### config.mk
export PLATFORM = sky130hd
export DESIGN_NAME = issue_ctrl_flat
export DESIGN_NICKNAME = d
export VERILOG_FILES = /design/src/rtl/issue_ctrl_if.sv /design/src/rtl/issue_ctrl.sv /design/src/flat_wrapper.sv
export SDC_FILE = /design/constraint.sdc
export NUM_CORES = 1
export LEC_CHECK = 0
export ABC_AREA = 1
export BUFFER_PORTS_ARGS = -buffer_cell sky130_fd_sc_hd__clkbuf_2
export CORE_ASPECT_RATIO = 1.1
export CORE_UTILIZATION = 47
export DETAILED_ROUTE_END_ITERATION = 6
export PLACE_DENSITY = 0.76
export SYNTH_ARGS = -nofsm -noshare
export SYNTH_HDL_FRONTEND = slang
export SYNTH_SLANG_ARGS = --single-unit
### constraint.sdc
create_clock -name clk -period 2.5 [get_ports clk]
set_input_delay 0.5 -clock clk [delete_from_list [all_inputs] [get_ports clk]]
set_output_delay 0.5 -clock clk [all_outputs]
set_load 0.005 [all_outputs]
### src/rtl/issue_ctrl_if.sv
// issue_ctrl_if: decoder -> issue -> execute/memory signal bundle for issue_ctrl
interface issue_ctrl_if #(
    parameter int STALL_W = 16
);
    logic               in_valid;
    logic               in_ready;
    logic [26:0]        in_instr;
    logic [3:0]         dec_ra_a;
    logic [3:0]         dec_ra_b;
    logic [3:0]         dec_ra_m;
    logic [3:0]         dec_ra_d;
    logic               dec_is_mem;
    logic               dec_is_jump;
    logic               dec_priv;
    logic               priv_in;
    logic               out_valid;
    logic               out_ready;
    logic [26:0]        out_instr;
    logic [3:0]         out_ra_a;
    logic [3:0]         out_ra_b;
    logic [3:0]         out_ra_m;
    logic [3:0]         out_ra_d;
    logic               out_is_mem;
    logic               out_is_jump;
    logic               wb_valid;
    logic [3:0]         wb_addr;
    logic               mem_done;
    logic               redirect;
    logic               fault;
    logic [26:0]        fault_instr;
    logic               fault_ack;
    logic [STALL_W-1:0] stall_cnt;

    modport slave (
        input  in_valid, in_instr, dec_ra_a, dec_ra_b, dec_ra_m, dec_ra_d,
               dec_is_mem, dec_is_jump, dec_priv, priv_in, out_ready,
               wb_valid, wb_addr, mem_done, redirect, fault_ack,
        output in_ready, out_valid, out_instr, out_ra_a, out_ra_b, out_ra_m,
               out_ra_d, out_is_mem, out_is_jump, fault, fault_instr, stall_cnt
    );

    modport master (
        output in_valid, in_instr, dec_ra_a, dec_ra_b, dec_ra_m, dec_ra_d,
               dec_is_mem, dec_is_jump, dec_priv, priv_in, out_ready,
               wb_valid, wb_addr, mem_done, redirect, fault_ack,
        input  in_ready, out_valid, out_instr, out_ra_a, out_ra_b, out_ra_m,
               out_ra_d, out_is_mem, out_is_jump, fault, fault_instr, stall_cnt
    );
endinterface

### src/rtl/issue_ctrl.sv
// issue_ctrl: in-order issue register with 16-entry write scoreboard, memory-port and jump interlocks, privilege trap
module issue_ctrl #(
    parameter int STALL_W = 16
) (
    input logic         clk,
    input logic         rst_n,
    issue_ctrl_if.slave bus
);
    typedef enum logic [1:0] {RUN, JWAIT, FAULT} state_t;
    typedef struct packed {
        logic [26:0] instr;
        logic [3:0]  ra_a;
        logic [3:0]  ra_b;
        logic [3:0]  ra_m;
        logic [3:0]  ra_d;
        logic        is_mem;
        logic        is_jump;
    } slot_t;

    state_t             state_q, state_d;
    slot_t              slot_q, slot_d, slot_in;
    logic [15:0]        pend_q, pend_d, eff, wb_mask, set_mask;
    logic               mem_busy_q, mem_busy_d;
    logic               out_valid_q, out_valid_d;
    logic [26:0]        fault_instr_q, fault_instr_d;
    logic [STALL_W-1:0] stall_q, stall_d;
    logic               hazard, slot_free, viol, ready, accept, issue, trap;

    assign slot_in = '{instr: bus.in_instr, ra_a: bus.dec_ra_a, ra_b: bus.dec_ra_b,
                       ra_m: bus.dec_ra_m, ra_d: bus.dec_ra_d,
                       is_mem: bus.dec_is_mem, is_jump: bus.dec_is_jump};

    // pend bit 0 is never set, so a zero address can never report a hazard
    assign wb_mask   = bus.wb_valid ? (16'b1 << bus.wb_addr) : 16'b0;
    assign eff       = pend_q & ~wb_mask;
    assign hazard    = eff[bus.dec_ra_a] | eff[bus.dec_ra_b] | eff[bus.dec_ra_m] | eff[bus.dec_ra_d];
    assign slot_free = !out_valid_q | bus.out_ready;
    assign viol      = bus.dec_priv & ~bus.priv_in;
    assign ready     = (state_q == RUN) & slot_free & (viol | (!hazard & !(bus.dec_is_mem & mem_busy_q)));
    assign accept    = bus.in_valid & ready;
    assign issue     = accept & !viol;
    assign trap      = accept & viol;
    assign set_mask  = (issue && bus.dec_ra_d != 4'd0) ? (16'b1 << bus.dec_ra_d) : 16'b0;

    always_comb begin
        state_d = state_q;
        if (trap)
            state_d = FAULT;
        else if (issue && bus.dec_is_jump)
            state_d = JWAIT;
        else if ((state_q == JWAIT && bus.redirect) || (state_q == FAULT && bus.fault_ack))
            state_d = RUN;
        pend_d        = eff | set_mask;
        mem_busy_d    = (issue & bus.dec_is_mem) | (mem_busy_q & !bus.mem_done);
        out_valid_d   = issue | (out_valid_q & !bus.out_ready);
        slot_d        = issue ? slot_in : slot_q;
        fault_instr_d = trap ? bus.in_instr : fault_instr_q;
        stall_d       = (bus.in_valid && !ready && !(&stall_q)) ? stall_q + STALL_W'(1) : stall_q;
    end

    always_ff @(posedge clk or negedge rst_n) begin
        if (!rst_n) begin
            state_q       <= RUN;
            slot_q        <= '0;
            pend_q        <= '0;
            mem_busy_q    <= 1'b0;
            out_valid_q   <= 1'b0;
            fault_instr_q <= '0;
            stall_q       <= '0;
        end else begin
            state_q       <= state_d;
            slot_q        <= slot_d;
            pend_q        <= pend_d;
            mem_busy_q    <= mem_busy_d;
            out_valid_q   <= out_valid_d;
            fault_instr_q <= fault_instr_d;
            stall_q       <= stall_d;
        end
    end

    assign bus.in_ready    = ready;
    assign bus.out_valid   = out_valid_q;
    assign bus.out_instr   = slot_q.instr;
    assign bus.out_ra_a    = slot_q.ra_a;
    assign bus.out_ra_b    = slot_q.ra_b;
    assign bus.out_ra_m    = slot_q.ra_m;
    assign bus.out_ra_d    = slot_q.ra_d;
    assign bus.out_is_mem  = slot_q.is_mem;
    assign bus.out_is_jump = slot_q.is_jump;
    assign bus.fault       = (state_q == FAULT);
    assign bus.fault_instr = fault_instr_q;
    assign bus.stall_cnt   = stall_q;
endmodule

### src/flat_wrapper.sv
// flat-port wrapper written by rule: the top's interface ports become plain ports
module issue_ctrl_flat 
#(
    parameter int STALL_W = 16
)
  (clk, rst_n, bus_in_valid, bus_in_instr, bus_dec_ra_a, bus_dec_ra_b, bus_dec_ra_m, bus_dec_ra_d, bus_dec_is_mem, bus_dec_is_jump, bus_dec_priv, bus_priv_in, bus_out_ready, bus_wb_valid, bus_wb_addr, bus_mem_done, bus_redirect, bus_fault_ack, bus_in_ready, bus_out_valid, bus_out_instr, bus_out_ra_a, bus_out_ra_b, bus_out_ra_m, bus_out_ra_d, bus_out_is_mem, bus_out_is_jump, bus_fault, bus_fault_instr, bus_stall_cnt);
  issue_ctrl_if #(.STALL_W(STALL_W)) bus_i ();
  input logic clk;
  input logic rst_n;
  input wire logic [$bits(bus_i.in_valid)-1:0] bus_in_valid;
  input wire logic [$bits(bus_i.in_instr)-1:0] bus_in_instr;
  input wire logic [$bits(bus_i.dec_ra_a)-1:0] bus_dec_ra_a;
  input wire logic [$bits(bus_i.dec_ra_b)-1:0] bus_dec_ra_b;
  input wire logic [$bits(bus_i.dec_ra_m)-1:0] bus_dec_ra_m;
  input wire logic [$bits(bus_i.dec_ra_d)-1:0] bus_dec_ra_d;
  input wire logic [$bits(bus_i.dec_is_mem)-1:0] bus_dec_is_mem;
  input wire logic [$bits(bus_i.dec_is_jump)-1:0] bus_dec_is_jump;
  input wire logic [$bits(bus_i.dec_priv)-1:0] bus_dec_priv;
  input wire logic [$bits(bus_i.priv_in)-1:0] bus_priv_in;
  input wire logic [$bits(bus_i.out_ready)-1:0] bus_out_ready;
  input wire logic [$bits(bus_i.wb_valid)-1:0] bus_wb_valid;
  input wire logic [$bits(bus_i.wb_addr)-1:0] bus_wb_addr;
  input wire logic [$bits(bus_i.mem_done)-1:0] bus_mem_done;
  input wire logic [$bits(bus_i.redirect)-1:0] bus_redirect;
  input wire logic [$bits(bus_i.fault_ack)-1:0] bus_fault_ack;
  output wire logic [$bits(bus_i.in_ready)-1:0] bus_in_ready;
  output wire logic [$bits(bus_i.out_valid)-1:0] bus_out_valid;
  output wire logic [$bits(bus_i.out_instr)-1:0] bus_out_instr;
  output wire logic [$bits(bus_i.out_ra_a)-1:0] bus_out_ra_a;
  output wire logic [$bits(bus_i.out_ra_b)-1:0] bus_out_ra_b;
  output wire logic [$bits(bus_i.out_ra_m)-1:0] bus_out_ra_m;
  output wire logic [$bits(bus_i.out_ra_d)-1:0] bus_out_ra_d;
  output wire logic [$bits(bus_i.out_is_mem)-1:0] bus_out_is_mem;
  output wire logic [$bits(bus_i.out_is_jump)-1:0] bus_out_is_jump;
  output wire logic [$bits(bus_i.fault)-1:0] bus_fault;
  output wire logic [$bits(bus_i.fault_instr)-1:0] bus_fault_instr;
  output wire logic [$bits(bus_i.stall_cnt)-1:0] bus_stall_cnt;
  assign bus_i.in_valid = bus_in_valid;
  assign bus_i.in_instr = bus_in_instr;
  assign bus_i.dec_ra_a = bus_dec_ra_a;
  assign bus_i.dec_ra_b = bus_dec_ra_b;
  assign bus_i.dec_ra_m = bus_dec_ra_m;
  assign bus_i.dec_ra_d = bus_dec_ra_d;
  assign bus_i.dec_is_mem = bus_dec_is_mem;
  assign bus_i.dec_is_jump = bus_dec_is_jump;
  assign bus_i.dec_priv = bus_dec_priv;
  assign bus_i.priv_in = bus_priv_in;
  assign bus_i.out_ready = bus_out_ready;
  assign bus_i.wb_valid = bus_wb_valid;
  assign bus_i.wb_addr = bus_wb_addr;
  assign bus_i.mem_done = bus_mem_done;
  assign bus_i.redirect = bus_redirect;
  assign bus_i.fault_ack = bus_fault_ack;
  assign bus_in_ready = bus_i.in_ready;
  assign bus_out_valid = bus_i.out_valid;
  assign bus_out_instr = bus_i.out_instr;
  assign bus_out_ra_a = bus_i.out_ra_a;
  assign bus_out_ra_b = bus_i.out_ra_b;
  assign bus_out_ra_m = bus_i.out_ra_m;
  assign bus_out_ra_d = bus_i.out_ra_d;
  assign bus_out_is_mem = bus_i.out_is_mem;
  assign bus_out_is_jump = bus_i.out_is_jump;
  assign bus_fault = bus_i.fault;
  assign bus_fault_instr = bus_i.fault_instr;
  assign bus_stall_cnt = bus_i.stall_cnt;
  issue_ctrl #(.STALL_W(STALL_W)) u_core (.clk(clk), .rst_n(rst_n), .bus(bus_i));
endmodule
---- Word level (Yosys, flattened, before mapping) ----
Index checks and enable logic that the tools add are counted.
word-level totals
  register bits after elaboration ......... 108
  bits in latches ......................... 0
  bits in writable memories ............... 0
  bits in read-only memories .............. 0
  input bits .............................. 59
  output and inout port bits .............. 91
  word-level logic and storage cells ...... 76
  memories kept ........................... 0
operators by class
  $add $sub $neg .......................... 1
  multipliers ............................. 0
  divide/modulo/power cells ............... 0
  order comparisons ....................... 4
  equal/unequal tests ..................... 2
  shift operators ......................... 2
  multiplexer cells ....................... 13
  bitwise logic cells ..................... 22
  reduce and logical (&&, ||, !) cells .... 19
operators by type and width
  operator                 number
  $mux W16                 2
  $shl A1 B4 Y16 const A   2
  $lt A4 B5 Y1 const B     4
  $add A16 B1 Y16 const B  1
  $and A16 B16 Y16         1
  $bmux W1 S4              4
  $not A16 Y16             1
  $or A16 B16 Y16          1
  $reduce_and A16 Y1       1
  $and A1 B1 Y1            11
  $logic_not A1 Y1         8
  $or A1 B1 Y1             7
  $logic_and A1 B1 Y1      6
  $mux W2                  3
  $mux W1                  4
  $reduce_bool A4 Y1       1
  $reduce_bool A3 Y1       1
  $eq A2 B1 Y1 const B     1
  $eq A2 B2 Y1 const B     1
  $logic_not A2 Y1         1
  $logic_or A1 B1 Y1       1
  $not A1 Y1               1

---- Depth between registers and ports, before layout ----
Gate-level depths: netlist of the first run.
  depth in word-level cells ............... 18
  mapped depth ............................ 18
  gate-level depth less buffers ........... 16

---- Worst setup path before layout of the first run ----
OpenSTA, ideal clock, no wires.
  path type ............................... in2out
  start ................................... in bus_wb_addr[2]
  end ..................................... out bus_in_ready
  arrival ................................. 1.951 ns
  data required time ...................... 2.000 ns
  setup slack ............................. 0.049 ns
  cell stages on the path ................. 16
  buffers on the path ..................... 2
  cell sequence ........................... buf_2 nand3_1 inv_1 nand2_1 nand2_1 nand2_1 nand3_1 nand3_1 nand3_1 nand2_1 nor2_1 nand2_1 nand2_1 nand2_1 clkbuf_1 inv_1
between the ends
  word-level cells in the longest chain between the ends .. 13
  elaborated cells on any way between the ends .. 19
  classes of those cells .................. shift: 1; mux: 9; bitwise: 8; reduce/logical: 1
ends and longest elaborated chain
  element                        line                RTL
  start: declaration             flat_wrapper.sv:22  input wire logic [$bits(bus_i.wb_addr)-1:0] bus_wb_addr;
  $shl A1 B4 Y16 *               issue_ctrl.sv:34    assign wb_mask = bus.wb_valid ? (16'b1 << bus.wb_addr) : 16'b0;
  $mux W16 *                     issue_ctrl.sv:34
  $not A16 Y16 *                 issue_ctrl.sv:35    assign eff = pend_q & ~wb_mask;
  $and A16 B16 Y16 *             issue_ctrl.sv:35
  $bmux W1 S4                    issue_ctrl.sv:36    assign hazard = eff[bus.dec_ra_a] | eff[bus.dec_ra_b] | eff[bus.dec_ra_m] | eff[bus.dec_ra_d];
  $mux W1 (implied by the code)  issue_ctrl.sv:36
  $or A1 B1 Y1 (2 in series)     issue_ctrl.sv:36
  $or A1 B1 Y1 *                 issue_ctrl.sv:36
  $logic_not A1 Y1 *             issue_ctrl.sv:39    assign ready = (state_q == RUN) & slot_free & (viol | (!hazard & !(bus.dec_is_mem & mem_busy_q)));
  $and A1 B1 Y1 *                issue_ctrl.sv:39
  $or A1 B1 Y1 *                 issue_ctrl.sv:39
  $and A1 B1 Y1 *                issue_ctrl.sv:39
  end: declaration               flat_wrapper.sv:26  output wire logic [$bits(bus_i.in_ready)-1:0] bus_in_ready;
Mark *: on every way between the ends. The rest lies on a longest branch, timed or not. The select of a mux whose other input is x is not followed.

---- Final worst setup path of the first run ----
  start ................................... in bus_wb_addr[3]
  end ..................................... out bus_in_ready
The elaborated chain is that of the path after synthesis.

==> results of run 1 <==
[critical path: cells and delay by family]
| family | cells | cell delay [ns] |
|---|---|---|
| and+or+nand+nor | 10 | 0.86 |
| AOI/OAI and AO/OA | 1 | 0.16 |
| buffers and inverters | 5 | 0.46 |
[final timing paths]
check                                           from                    endpoint  slack [ns]  depth (start not counted)
min in group clk                        bus_mem_done           u_core.mem_busy_q        0.33                          2
setup / recovery                      bus_wb_addr[3]                bus_in_ready        0.03                         16
hold reg to reg            u_core.bus.fault_instr[1]   u_core.bus.fault_instr[1]        0.49                          2
max in group asynchronous                      rst_n   u_core.bus.fault_instr[1]        1.85                          2
setup reg to reg                    u_core.pend_q[6]     u_core.bus.stall_cnt[2]        0.29                         17
hold / removal                                 rst_n  u_core.bus.fault_instr[16]        0.22                          2
[state kept, by name, summed over array words and instances (netlist names)]
signal,flops
u_core.bus.stall_cnt,16
u_core.bus.out_instr,27
u_core.bus.out_valid,1
u_core.mem_busy_q,1
u_core.bus.out_is_jump,1
u_core.bus.out_ra_d,4
u_core.bus.fault_instr,27
u_core.bus.out_ra_b,4
u_core.bus.out_ra_m,4
u_core.bus.out_ra_a,4
u_core.state_q,2
u_core.bus.out_is_mem,1
u_core.pend_q,16
[report_power, final]
group,leakage [µW],total [µW],internal [µW],switching (µW)
sequential,0.00139,2690,2310,378
combinational,0.00232,1800,861,936
clock,0.000141,1440,787,656
total,0.00386,5930,3960,1970
[per-stage QoR]
step                      instances  power [µW]  hold slack (ns)  setup TNS [ns]
after floorplan                 703        3480            0.204               0
after global placement         1011        4370            0.465           -3.29
after detailed placement       1011        4420            0.472           -5.14
after CTS                      1028        5890            0.254               0
after global routing           1036        6330            0.265          -0.175
final                          1036        5930            0.218               0
[final cells by class]
type,instances,area share [%]
clock buffer,10,3.17
sequential,108,37.4
tap,147,2.55
multi-input combinational,490,35.4
timing repair buffer,195,16.3
clock inverter,6,0.970
inverter,80,4.29
[layer usage]
metal | track usage, % | routed length [µm] | part of all wire (%)
met1 | 35.2 | 6660 | 45
met2 | 38.0 | 6670 | 45
met3 | 4.21 | 1070 | 7.3
met4 | 8.95 | 297 | 2.0
met5 | 0 | 0 | 0
[layout by cell type, fill, tap and decap left out, drive strengths merged, types with 9 or more instances in the layout]
cell type and count:
dfrtp 108, xor2 9, nand3 105, nor2 40, buf 51, clkbuf 154, inv 77, nor3 14
nand2 226, o21ai 80
[timing repair]
item                                    4_1_cts  5_1_grt
setup buffers                                 1        8
pin swaps                                     2       31
gates resized for setup                      19       69
endpoints found under the setup margin        1       31
[logic make-up (layout without fill, tap and decap cells)]
family / after synthesis / in the layout / synth area share, %
buffers and inverters: 105 / 291 / 8.17
adders and majority gates: 1 / 1 / 0.232
and+or+nand+nor: 391 / 391 / 31.1
DFF: 108 / 108 / 50.2
AOI/OAI and AO/OA: 83 / 83 / 7.90
xor gates and xnor gates: 15 / 15 / 2.44
==> results.yml, run 1 <==
status:
  status: "completed"
layout:
  num_antenna_cells: 0
  fillers: 983
  nets: 944
  drive_above_1_share_pct: 31.0
  syn_to_final_growth_pct: 34.1
  ff_latch_area_mm2: 0.00270
  multi_input_area_mm2: 0.00255
  stdcell_area_mm2: 0.00723
  fin_util_pct: 65.3
synth:
  synthTopCellsByArea: "dfrtp_1 (50%), nand2_1 (16%), nand3_1 (9.8%), inv_1 (4.9%), o21ai_1 (4.6%)"
  syn_inst: 703
  synthesis.nets: 763
  synth_flop_cell: "dfrtp_1"
  yosysTopAreaCell: "dfrtp_1"
  synth_top_area_share_pct: 50.2
  yosys_warnings: 0
  synth_seq_cells: 108
  yosysSeqAreaShare_pct: 50.2
  syn_avg_cell_area_um2: 7.66
  synth.most_common_cell: "nand2_1"
  ys_async_sr_fraction_pct: 100
  synth_area_mm2: 0.00539
  synth_cell_types: 27
  synth_edf_count: 0
  synth_common_cells: "nand2_1 (226), dfrtp_1 (108), nand3_1 (105), inv_1 (71), o21ai_1 (50)"
cts:
  cts.sinks: 108
  holdBufCountCts: 0
  htree_levels: 3
  path_clk_slew_ns: 0.07
  cts_buffer_depth: 2
  clk_latency_ns: 0.35
  tritoncts: "built"
  numCtsBuffers: 9
  clock-root-buffer: "clkbuf_16"
floorplan:
  io_pins: 150
  core_mm2: 0.0111
  initial_core_util_pct: 48.7
  dieArea_mm2: 0.0119
  num_rows: 40
  die_w_um: 104
  dieHeight_um: 114
place:
  dp_worst_setup_slack_ns: -0.129
  hpwl_um: 10400
  portBuffers: 149
  gp_congestion: 0.940
  dpl_cell_area_mm2: 0.00649
detailed_routing:
  vias_per_cell: 5.17
  drt_pre_antenna_iters: 5
  via_count: 5353
  drt-initial-drc-count: 429
  ant_nets: 0
  totalWireLength_um: 14700
  wire_per_inst_um: 14.2
  drc: 0
run:
  maxCapViolCount: 0
timing:
  relSlewSlack_pct: 61.6
  maxSlewViolCount: 0
  finalCriticalPeriod_ns: 2.47
  fmax_mhz: 405
  finalHoldViolCount: 0
  finalCritPeriodShare_pct: 98.8
  tightest_slew_ns: 0.572
  fin_skew_ns: 0.0116
  finalSetupViolCount: 0
  setup_ws_ns: 0.0291
  rsz0062_at_grt: "true"
worst_setup_path:
  max_stage_delay_ns: 0.16
  cp_common_cell: "nand2_1"
  cp_data_arrival_time_ns: 1.97
  critPathLaunchType: "primary input"
  slowest_stage: "o21ai_0"
  crit_fanout: 8
  crit_path_cell_trace: "clkbuf_2, nand2_1, clkinv_4, nand2_1, nand2_2, o21ai_0, inv_1, nand2_1, nand3_2, nand3_2, nor2_2, nand2_1, nand2_2, nand2_2, inv_2, clkbuf_2"
  required_ns: 2.00
  end_kind: "output pin"
  critical_path_class: "in -> out"
hold_path:
  hp-class: "in -> async"
pwr:
  max-vdd-ir-drop_uv: 435
  leakage_uw: 0.00386
  powerDensity_mw_per_mm2: 821
global_route:
  grt_usage_pct: 24.7
  overflow: 0
  grt_pass1_vias: 4915
  grt_pass1_wl_um: 23600
  grt_start_max_net_pins: 109
  grt_antenna_before_repair: 0
(Power assumes the default switching activity.)
==> inputs of run 2 (changes only) <==
Settings changed: ABC_AREA 1 to 0, CTS_CLUSTER_SIZE from default to 20, PLACE_DENSITY 0.76 to 0.77.
==> run 2 against run 1 <==
  * Wire length increased by 4.1%
  * Register-to-register slack got worse by 0.54 ns
  * Core utilization increased by 6.7 points
  * Critical path depth decreased by 5
  * First-iteration DRC count decreased by 33%
  * The run now ends with setup timing left
  * Maximum frequency decreased by 18%
  * Largest cell class unchanged
  * Die area decreased by 6.8%
  * Global-route usage increased by 2.6 points
  * Sequential cell count unchanged
  * Highest routed layer unchanged
==> results.yml, run 2 <==
worst_setup_path:
  crit_fanout: 5
  critical_path_class: "in -> reg"
  required_ns: 2.77
  cp_common_cell: "or3b_4"
  crit_path_cell_trace: "buf_8, or3b_4, o21ai_4, mux2i_1, mux4_2, a211oi_4, buf_4, nand4_1, buf_6, or3b_4, o21ai_2"
  r2r_cells: 13
  end_kind: "register"
  cp_num_buf_inv: 3
  r2r_slack_ns: -0.25
  critPathLaunchType: "primary input"
  cp_num_cells: 11
  max_stage_delay_ns: 0.48
  cp_data_arrival_time_ns: 3.28
  slowest_stage: "mux4_2"
  cpLargestDelayFamily: "simple AND/OR/NAND/NOR gates"
  reg2reg_from: "u_core.pend_q[4]"
  r2r-end: "u_core.bus.stall_cnt[15]"
pwr:
  finalPower_uw: 6880
  seq_power_share_pct: 41.2
  powerDensity_mw_per_mm2: 919
  max-vdd-ir-drop_uv: 529
  netSwitchingFraction_pct: 31.9
  intPower_uw: 4690
  p_sw_uw: 2200
  p_clk_share_pct: 21.5
  leakage_uw: 0.00368
  pwr-share-comb_pct: 37.3
place:
  gp_congestion: 0.952
  portBuffers: 149
  place_inst: 757
  hpwl_um: 10500
detailed_routing:
  wire_per_inst_um: 19.1
  totalWireLength_um: 15300
  ant_nets: 0
  drc: 0
  drt_pre_antenna_iters: 4
  drt-initial-drc-count: 287
  via_count: 4393
  vias_per_cell: 5.49
cts:
  htree_levels: 3
  cts_buffer_depth: 2
  path_clk_slew_ns: 0.08
  clk_latency_ns: 0.35
  cts.sinks: 108
  tritoncts: "built"
  clock-root-buffer: "clkbuf_16"
  numCtsBuffers: 9
floorplan:
  core_mm2: 0.0104
  dieHeight_um: 110
  die_w_um: 100
  dieArea_mm2: 0.0111
  initial_core_util_pct: 48.2
  io_pins: 150
  num_rows: 39
timing:
  fmax_mhz: 332
  rsz0062_at_grt: "true"
  finalCriticalPeriod_ns: 3.01
  finalHoldViolCount: 0
  holdWs_ns: 0.221
  relSlewSlack_pct: 49.6
  tightest_slew_ns: 0.756
  finalCritPeriodShare_pct: 120
  finalSetupViolCount: 80
  setup_ws_ns: -0.512
  maxSlewViolCount: 0
  fin_skew_ns: 0.0101
status:
  status: "complete, but fails checks"
  violations: "setup timing"
layout:
  num_antenna_cells: 0
  drive_above_1_share_pct: 59.7
  final_cells: 800
  final_cell_mix: "clkbuf_2 (143), dfrtp_1 (108), buf_4 (76), mux2_2 (59), nand2_1 (18)"
  syn_to_final_growth_pct: 49.4
  layout_commonest_cell: "clkbuf_2"
  nets: 713
  fillers: 746
synth:
  synth_flop_cell: "dfrtp_1"
  synth.most_common_cell: "dfrtp_1"
  synthTopCellsByArea: "dfrtp_1 (54%), mux2_2 (13%), mux4_2 (2.2%), o211ai_1 (2.1%), o21ai_0 (2.1%)"
  synth_area_mm2: 0.00501
  synth_edf_count: 0
  synth_common_cells: "dfrtp_1 (108), mux2_2 (60), nand2_1 (24), o21ai_0 (21), o21ai_1 (17)"
  synth_top_area_share_pct: 53.9
  yosys_warnings: 0
  syn_avg_cell_area_um2: 12.1
  ys_async_sr_fraction_pct: 100
  synthesis.nets: 475
  yosysSeqAreaShare_pct: 53.9
  synth_seq_cells: 108
  synth_cell_types: 55
  yosysTopAreaCell: "dfrtp_1"
  syn_inst: 415
global_route:
  grt_start_max_net_pins: 58
  grt_antenna_before_repair: 0
  overflow: 0
  grt_usage_pct: 27.3
  grt_pass1_wl_um: 22800
  grt_pass1_vias: 4378
run:
  maxCapViolCount: 0
hold_path:
  hp-class: "in -> async"
-- run 2: cell types whose count changed after synthesis, moves of 21 or more --
cell	before	now
inv_1	71	14
mux2_2	0	60
nand2_1	226	24
nand3_1	105	9
nor2_1	35	14
o21ai_1	50	17
-- run 2: power groups by stage --
stage	Combinational, µW	Clock (µW)	Sequential [µW]
floorplan	994	0	2810
global placement	2150	0	2790
detailed placement	2200	0	2830
CTS	2390	1500	2810
global route	2780	1560	2910
finish	2570	1480	2830
-- run 2: worst reg2reg max path: stages, from the launching register on --
cell and delay, ns:
dfrtp_1 0.42, o21ai_4 0.09, buf_4 0.14, buf_4 0.13, mux4_2 0.48, o22ai_4 0.17, a211oi_4 0.06, a31oi_2 0.23
buf_4 0.16, o21ai_4 0.06, buf_12 0.14, buf_12 0.14, nor4_4 0.26, xor2_1 0.19
-- run 2: kinds of logic after synthesis --
group / count (synthesis) / share of synthesized area [%]
DFF: 108 / 53.9
and+or+nand+nor: 94 / 10.2
AOI/OAI and AO/OA: 89 / 12.3
muxes: 76 / 18.1
buffers and inverters: 32 / 2.62
xor gates and xnor gates: 15 / 2.62
adders and majority gates: 1 / 0.250
-- run 2: worst max path at each step --
stage,startpoint,endpoint
after detailed placement,bus_wb_addr[0],u_core.bus.stall_cnt[15]
final,bus_wb_addr[0],u_core.pend_q[6]
after global routing,bus_wb_addr[0],u_core.pend_q[3]
after global placement,bus_wb_addr[1],u_core.pend_q[15]
after floorplan,bus_wb_addr[1],u_core.bus.stall_cnt[1]
after CTS,bus_wb_addr[0],bus_in_ready
-- run 2: timing repair --
action,4_1_cts,5_1_grt
pin swaps,6,22
setup endpoints to repair,69,80
buffers inserted,9,17
hold buffers,0,0
resized for setup,40,59
gates cloned,6,0
-- run 2: cell type report --
| cell class | count | area (µm²) | area share [%] |
|---|---|---|---|
| Sequential cell | 108 | 2700 | 36.1 |
| Multi-Input combinational cell | 275 | 2530 | 33.8 |
| Timing Repair Buffer | 245 | 1710 | 22.9 |
| Clock buffer | 10 | 239 | 3.19 |
| Tap cell | 143 | 179 | 2.39 |
| Clock inverter | 5 | 72.6 | 0.969 |
| Inverter | 14 | 52.6 | 0.702 |
-- run 2: stage by stage --
stage / setup TNS (ns) / util (%) / setup slack, ns / cell area (µm²)
5_1_grt: -33.54 / 72.1 / -0.569 / 7490
2_1_floorplan: -23.28 / - / -0.359 / 5110
4_1_cts: -18.32 / 69.0 / -0.449 / 7170
3_5_place_dp: -38.79 / 62.3 / -0.636 / 6480
3_3_place_gp: -42.53 / 62.3 / -0.622 / 6480
6_report: -27.26 / 72.1 / -0.512 / 7490
-- run 2: metal layers --
metal	global-route usage, %	wire length [µm]	vias to the layer above
li1	-	-	2003
met1	33.8	6180	2192
met2	46.7	7790	165
met3	6.12	889	33
met4	10.2	433	0
met5	0	0	-
==> inputs of run 3 (changes only) <==
Settings changed: CORE_MARGIN from default to 2.
==> run 3 against run 2 <==
  * The flow still finishes with violations (setup timing)
  * Cell count shrank 1.5%
  * Maximum frequency increased by 1.1%
  * Largest cell class unchanged
  * Register-to-register slack improved by 0.13 ns
  * Global-route usage is 1.8 points lower
  * Setup slack gained 0.033 ns
  * Sequential power barely moved
  * Total power down 4.2%
  * Wire length down 4.7%
  * Hold slack worse by 0.17 ns
==> results.yml, run 3 (synthesis gave the netlist of run 2 again) <==
status:
  status: "complete, but fails checks"
  violations: "setup timing"
floorplan:
  die_w_um: 102
  dieArea_mm2: 0.0115
  initial_core_util_pct: 48.2
  dieHeight_um: 112
  core_mm2: 0.0104
  num_rows: 39
  io_pins: 150
worst_setup_path:
  max_stage_delay_ns: 0.47
  r2r-end: "u_core.bus.stall_cnt[1]"
  cp_common_cell: "buf_4"
  cpLargestDelayFamily: "compound AO/OA/AOI/OAI gates"
  slowest_stage: "or3b_4"
  end_kind: "output pin"
  r2r_cells: 11
  r2r_slack_ns: -0.12
  required_ns: 2.00
  reg2reg_from: "u_core.pend_q[11]"
  crit_path_cell_trace: "buf_8, or3b_4, o21ai_4, buf_4, mux2i_1, o22a_1, a211oi_2, buf_4, a31oi_4, nor2_2, clkbuf_2"
  critical_path_class: "in -> out"
  crit_fanout: 6
  critPathLaunchType: "primary input"
  cp_num_buf_inv: 4
  cp_data_arrival_time_ns: 2.48
pwr:
  leakage_uw: 0.00354
  seq_power_share_pct: 42.5
  p_clk_share_pct: 20.6
  finalPower_uw: 6600
  pwr-share-comb_pct: 36.9
  intPower_uw: 4470
  p_sw_uw: 2120
  max-vdd-ir-drop_uv: 520
  powerDensity_mw_per_mm2: 904
  netSwitchingFraction_pct: 32.2
timing:
  tightest_slew_ns: 0.674
  fin_skew_ns: 0.0128
  maxSlewViolCount: 0
  finalSetupViolCount: 70
  rsz0062_at_grt: "true"
  setup_ws_ns: -0.480
  finalSetupTns_ns: -14.61
  finalCriticalPeriod_ns: 2.98
  holdWs_ns: 0.0536
  relSlewSlack_pct: 54.9
  fmax_mhz: 336
  finalCritPeriodShare_pct: 119
  finalHoldViolCount: 0
detailed_routing:
  via_count: 4309
  vias_per_cell: 5.47
  drt-initial-drc-count: 273
  drc: 0
  wire_per_inst_um: 18.5
  drt_pre_antenna_iters: 4
  totalWireLength_um: 14600
  ant_nets: 0
cts:
  cts.sinks: 108
  path_clk_slew_ns: 0.07
  clock-root-buffer: "clkbuf_16"
  tritoncts: "built"
  cts_buffer_depth: 2
  htree_levels: 3
  numCtsBuffers: 9
  clk_latency_ns: 0.35
place:
  dp_worst_setup_slack_ns: -0.687
  gp_congestion: 0.938
  hpwl_um: 10800
  dpl_cell_area_mm2: 0.00657
  portBuffers: 149
global_route:
  grt_antenna_before_repair: 0
  grt_pass1_wl_um: 22700
  grt_start_max_net_pins: 48
  grt_pass1_vias: 4465
  grt_usage_pct: 25.5
  overflow: 0
layout:
  final_cell_mix: "clkbuf_2 (145), dfrtp_1 (108), buf_4 (67), mux2_2 (58), nand2_1 (23)"
  stdcell_area_mm2: 0.00729
  layout_commonest_cell: "clkbuf_2"
  drive_above_1_share_pct: 57.7
  num_antenna_cells: 0
  nets: 700
  syn_to_final_growth_pct: 45.5
run:
  maxCapViolCount: 0
hold_path:
  hp-class: "in -> async"
-- run 3: final cells by class --
cell class	count	area, µm²
Fill cell	752	3100
Sequential cell	108	2700
Multi-Input combinational cell	275	2550
Timing Repair Buffer	232	1530
Clock buffer	10	229
Tap cell	143	179
Clock inverter	6	53.8
Inverter	14	52.6
-- run 3: power by group through the flow --
stage / clock (µW) / combinational (µW) / sequential, µW
2_1_floorplan: 0 / 994 / 2810
3_3_place_gp: 0 / 2150 / 2780
3_5_place_dp: 0 / 2220 / 2820
4_1_cts: 1390 / 2330 / 2800
5_1_grt: 1460 / 2630 / 2890
6_report: 1360 / 2430 / 2800
-- run 3: repair_timing --
item,CTS,global route
endpoints found under the setup margin,70,72
pin swaps,11,18
hold buffers,0,0
gates cloned,2,0
setup buffers,2,5
gates resized for setup,35,49
-- run 3: through the flow --
stage / util, % / cells
2_1_floorplan: - / 415
3_3_place_gp: 63.2 / 767
3_5_place_dp: 63.2 / 767
4_1_cts: 68.0 / 787
5_1_grt: 70.2 / 788
6_report: 70.2 / 788
-- run 3: per-layer routing --
metal  vias up  track usage [%]  part of all wire, %
met5         -                0                    0
met4         0             10.3                  3.6
li1       1982                -                    -
met2       176             43.2                   51
met3        41             4.42                  5.9
met1      2110             32.0                   39
-- run 3: how the worst max path moves through the flow --
| stage | from | endpoint | slack [ns] | cells after the start |
|---|---|---|---|---|
| after floorplan | bus_wb_addr[1] | u_core.bus.stall_cnt[1] | -0.36 | 9 |
| after global placement | bus_wb_addr[0] | u_core.bus.out_instr[14] | -0.65 | 13 |
| after detailed placement | bus_wb_addr[0] | u_core.bus.out_instr[14] | -0.69 | 13 |
| after CTS | bus_wb_addr[0] | bus_in_ready | -0.48 | 9 |
| after global routing | bus_wb_addr[2] | bus_in_ready | -0.57 | 9 |
| final | bus_wb_addr[1] | bus_in_ready | -0.48 | 11 |
